`src/rtl/led_mode_sched.sv`:
```
`default_nettype none
// ============================================================================
// Module   : led_mode_sched
// Purpose  : Debounced-key / auto-dwell mode scheduler driving an LED shifter.
// Revision : 1.0
// ============================================================================
module led_mode_sched #(
    parameter int unsigned DIV   = 10000000,
    parameter int unsigned DWELL = 20,
    parameter int unsigned DEB   = 1000000
) (
    input  logic       CLOCK_50,
    input  logic       reset_n,
    input  logic       en,
    input  logic       auto,
    input  logic       key_n,
    output logic [1:0] mode,
    output logic       load,
    output logic       step
);

    localparam int unsigned c_TICK_W  = (DIV > 1) ? $clog2(DIV) : 1;
    localparam int unsigned c_DWELL_W = $clog2(DWELL + 1);
    localparam int unsigned c_DEB_W   = $clog2(DEB + 1);

    localparam logic [c_TICK_W-1:0]  c_TICK_LAST  = c_TICK_W'(DIV - 1);
    localparam logic [c_DWELL_W-1:0] c_DWELL_LAST = c_DWELL_W'(DWELL - 1);
    localparam logic [c_DEB_W-1:0]   c_DEB_LAST   = c_DEB_W'(DEB - 1);

    typedef enum logic [1:0] {
        S_IDLE = 2'd0,
        S_LOAD = 2'd1,
        S_RUN  = 2'd2
    } state_t;

    logic [1:0]           r_sync;
    logic                 r_deb;
    logic [c_DEB_W-1:0]   r_deb_cnt;
    logic                 r_press;
    logic [c_TICK_W-1:0]  r_tick_cnt;
    logic [c_DWELL_W-1:0] r_dwell;
    logic [1:0]           r_mode;
    state_t               r_state;

    logic                 w_tick;
    logic                 w_step;
    logic                 w_adv;
    state_t               w_state_nxt;
    logic [1:0]           w_mode_nxt;
    logic [c_DWELL_W-1:0] w_dwell_nxt;

    // Debounce runs regardless of en so a held key is tracked across disables.
    always_ff @(posedge CLOCK_50 or negedge reset_n) begin
        if (!reset_n) begin
            r_sync    <= 2'b11;
            r_deb     <= 1'b1;
            r_deb_cnt <= '0;
            r_press   <= 1'b0;
        end else begin
            r_sync  <= {r_sync[0], key_n};
            r_press <= 1'b0;
            if (r_sync[1] == r_deb) begin
                r_deb_cnt <= '0;
            end else if (r_deb_cnt == c_DEB_LAST) begin
                r_deb     <= r_sync[1];
                r_deb_cnt <= '0;
                r_press   <= ~r_sync[1];
            end else begin
                r_deb_cnt <= r_deb_cnt + c_DEB_W'(1);
            end
        end
    end

    assign w_tick = en && (r_tick_cnt == c_TICK_LAST);
    assign w_step = w_tick && (r_state == S_RUN);

    always_ff @(posedge CLOCK_50 or negedge reset_n) begin
        if (!reset_n) begin
            r_tick_cnt <= '0;
        end else if (!en || w_tick) begin
            r_tick_cnt <= '0;
        end else begin
            r_tick_cnt <= r_tick_cnt + c_TICK_W'(1);
        end
    end

    always_ff @(posedge CLOCK_50 or negedge reset_n) begin
        if (!reset_n) begin
            r_state <= S_IDLE;
            r_mode  <= 2'd0;
            r_dwell <= '0;
        end else begin
            r_state <= w_state_nxt;
            r_mode  <= w_mode_nxt;
            r_dwell <= w_dwell_nxt;
        end
    end

    always_comb begin
        w_state_nxt = r_state;
        w_mode_nxt  = r_mode;
        w_dwell_nxt = '0;
        w_adv       = 1'b0;

        case (r_state)
            S_IDLE: begin
                w_adv = r_press || (auto && w_tick);
            end
            S_RUN: begin
                w_adv = r_press || (auto && w_step && (r_dwell == c_DWELL_LAST));
                if (auto) begin
                    w_dwell_nxt = w_step ? (r_dwell + c_DWELL_W'(1)) : r_dwell;
                end
            end
            S_LOAD: begin
                w_state_nxt = (r_mode != 2'd0) ? S_RUN : S_IDLE;
            end
            default: begin
                w_state_nxt = S_IDLE;
            end
        endcase

        // In auto mode the off pattern is skipped when wrapping past mode 3.
        if (w_adv) begin
            w_mode_nxt  = (auto && (r_mode == 2'd3)) ? 2'd1 : (r_mode + 2'd1);
            w_state_nxt = S_LOAD;
            w_dwell_nxt = '0;
        end

        if (!en) begin
            w_state_nxt = S_IDLE;
            w_mode_nxt  = 2'd0;
            w_dwell_nxt = '0;
        end
    end

    assign mode = r_mode;
    assign load = en && (r_state == S_LOAD);
    assign step = w_step;

endmodule
`default_nettype wire

```
`config.mk`:
```
export PLATFORM = sky130hd
export DESIGN_NAME = led_mode_sched
export DESIGN_NICKNAME = d
export VERILOG_FILES = /design/src/rtl/led_mode_sched.sv
export SDC_FILE = /design/constraint.sdc
export NUM_CORES = 1
export LEC_CHECK = 0
export ABC_AREA = 1
export CAP_MARGIN = 25
export CORE_ASPECT_RATIO = 1.1
export CORE_UTILIZATION = 45
export CTS_BUF_LIST = sky130_fd_sc_hd__clkbuf_8
export DETAILED_ROUTE_END_ITERATION = 8
export HOLD_SLACK_MARGIN = 0.02
export PLACE_DENSITY = 0.7
export SYNTH_ARGS = -nofsm -noshare
export SYNTH_HDL_FRONTEND = slang
export SYNTH_SLANG_ARGS = --single-unit
```
`constraint.sdc`:
```
create_clock -name CLOCK_50 -period 1.9 [get_ports CLOCK_50]
set_input_delay 0.38 -clock CLOCK_50 [delete_from_list [all_inputs] [get_ports CLOCK_50]]
set_output_delay 0.38 -clock CLOCK_50 [all_outputs]
set_load 0.005 [all_outputs]
```
==> metrics.yaml <==
run_status:
  status: "finished clean"
detailed_routing:
  drt_wl_total_um: 6730
  wl_per_cell_um: 12.7
  dr.pass1.iters: 4
  postRouteAntennaNets: 0
  vias: 2734
  vias_per_cell: 5.16
  drt_iter0_markers: 144
  drc_errors: 0
clock_tree:
  numCtsBuffers: 9
  cts-root-buf: "clkbuf_8"
  insertion_delay_ns: 0.34
  cts_buffer_depth: 2
  cts_tree: "yes"
  htreeDepth: 3
  cts.sink_count: 57
  path_clk_slew_ns: 0.06
critical_path:
  critPathMaxFanout: 3
  r2r_start: "r_tick_cnt[1]"
  r2r_end: "r_tick_cnt[16]"
  end_kind: "output port"
  ff2ff_setup_slack_ns: 0.16
  worst_setup_path_start_kind: "flip-flop"
  ff2ff_path_depth: 9
  cp.required_ns: 1.52
  critical_path_class: "flip-flop to output port"
  worstPathArrival_ns: 1.51
job:
  cap_viol_max_count: 0
sta:
  fin_ws_ns: 0.0101
  relSlewSlack_pct: 72.2
  skew_ns: 0.00977
  slew_violations: 0
  fin_crit_ns: 1.89
  finalHoldViolCount: 0
  rsz0062_at_grt: "true"
  setup_viol: 0
  worst_pin_slew_ns: 0.414
  fin_crit_sh_pct: 99.5
  max_freq_mhz: 529
grt:
  groute.usage.overall_pct: 20.6
  grt_pass1_wl_um: 11600
  overflow: 0
  busiest_layer: "met2"
  use_met2_pct: 33.3
  grt_antenna_before_repair: 0
  grt_use_met3_pct: 4.47
  grt_pass1_vias: 2686
  grt_max_degree: 58
  grtUsageMet1_pct: 25.6
synthesis:
  synth.largest_area_cell: "dfrtp_1"
  async_reset_ff_share_pct: 100
  syn-num-nets: 410
  postSynthRegisterBits: 57
  synthFlopType: "dfrtp_1"
  yosys-top-cells-count: "nor2_1, inv_1, dfrtp_1"
  syn_inst: 400
  yosys_warnings: 0
  synth-edff-count: 0
  synth.most_common_cell: "nor2_1"
  synth.lib_cells_used.distinct: 38
  synth_top_area_share_pct: 42.5
  ys_seq_area_share_pct: 45.0
  syn_area_mm2: 0.00318
  synth_area_per_cell_um2: 7.94
  synthTopCellsByArea: "dfrtp_1, nor2_1, inv_1, nand2_1, nand3_1"
finish:
  fillCellCount: 598
  diodes: 0
  area_growth_pct: 19.5
  drive_above_1_share_pct: 20.8
  nets: 453
floorplanning:
  coreArea_mm2: 0.00671
  ios: 9
  fp.dieH_um: 90.1
  rows: 31
  initial_core_util_pct: 47.3
  die-area_mm2: 0.00740
  chipWidth_um: 82.1
power_and_ir_drop:
  ir_drop_mv: 0.427
  power_density_mw_per_mm2: 646
  power_mw: 2.45
  power.leakage_nw: 1.68
placed_design:
  portBuffers: 8
  place_congestion: 0.927
  preCtsSetupSlack_ns: -0.230
  place_hpwl_um: 4890
min_path:
  hold_path_class: "primary input to asynchronous set/reset pin"
[area by class of cell]
cell class / instances / area [um^2] / share of cell area [%]
multi-input cells: 276 / 1540 / 40.7
clock inverters: 7 / 63.8 / 1.68
inverters: 63 / 239 / 6.30
flip-flops and latches: 57 / 1430 / 37.7
repair buffers: 36 / 292 / 7.68
clock buffers: 9 / 124 / 3.26
well taps: 82 / 103 / 2.70
[where the power goes]
group          switching [mW]  total (mW)  leakage, nW  internal, mW
Clock                   0.511        1.10        0.102         0.593
Sequential             0.0111        1.24        0.781          1.23
Combinational          0.0684       0.109        0.794        0.0411
Total                   0.591        2.45         1.68          1.86
[flip-flops by register name (all words and copies together), names as in the netlist]
register    cells
r_state         2
r_deb_cnt      20
r_press         1
r_sync          2
r_tick_cnt     24
r_deb           1
r_dwell         5
mode            2
[metal layers]
layer  vias up  share of wire, %  routed length, um
li1       1397                 -                  -
met1      1277                46               3090
met2        45                49               3290
met3        15               2.9                195
met4         0               2.3                156
met5         -                 0                  0
[worst max-delay path, stage by stage, from the launching register on]
cell and delay (ns):
dfrtp_1 0.36, ha_2 0.19, nand3_2 0.08, inv_2 0.07, nand3_2 0.06, nor2_2 0.13
nand3_2 0.08, nor2_1 0.10, buf_2 0.11
[worst max path at each step]
stage                        startpoint            end  slack (ns)
after floorplan            r_deb_cnt[0]  r_deb_cnt[18]        0.39
after global placement               en           load       -0.23
after detailed placement             en           load       -0.23
after CTS                 r_tick_cnt[1]           step       -0.11
after global routing      r_tick_cnt[0]           step       -0.12
final                     r_tick_cnt[1]           step        0.01
[what timing repair did]
action | in CTS | in global routing
resized for setup | 7 | 12
setup endpoints to repair | 2 | 10
hold buffers | 0 | 0
buffers inserted | 0 | 1
pin swaps | 2 | 7
[layout by cell type (no fill, tap or decap), types with 7 or more instances in the layout]
| master | count |
|---|---|
| inv_1 | 58 |
| nand2_2 | 7 |
| nand2_1 | 50 |
| clkbuf_8 | 9 |
| nor2_1 | 59 |
| nor3_1 | 21 |
| xor2_1 | 9 |
| nand3_1 | 26 |
| a21oi_1 | 26 |
| buf_4 | 27 |
| dfrtp_1 | 54 |
| nand4_1 | 15 |
[metrics by stage]
step	cells	setup TNS [ns]	util [%]	instance area, um^2	hold WS [ns]
floorplan	400	0	-	3180	0.0844
global placement	513	-0.317	52.8	3540	0.348
detailed placement	513	-0.323	52.8	3540	0.353
CTS	529	-0.113	55.8	3750	0.0345
global route	530	-0.140	56.6	3790	0.0430
finish	530	0	56.6	3790	0.0201
[cell families (layout without fill, tap and decap cells)]
kind of cell | count (synthesis) | after routing | synth area share [%]
AOI/OAI and AO/OA | 44 | 44 | 8.07
xor gates and xnor gates | 13 | 13 | 3.58
buffers and inverters | 67 | 115 | 8.35
and+or+nand+nor | 214 | 214 | 33.0
adders and majority gates | 5 | 5 | 1.97
DFF | 57 | 57 | 45.0
Note: power is estimated with default switching activity, not from simulation.
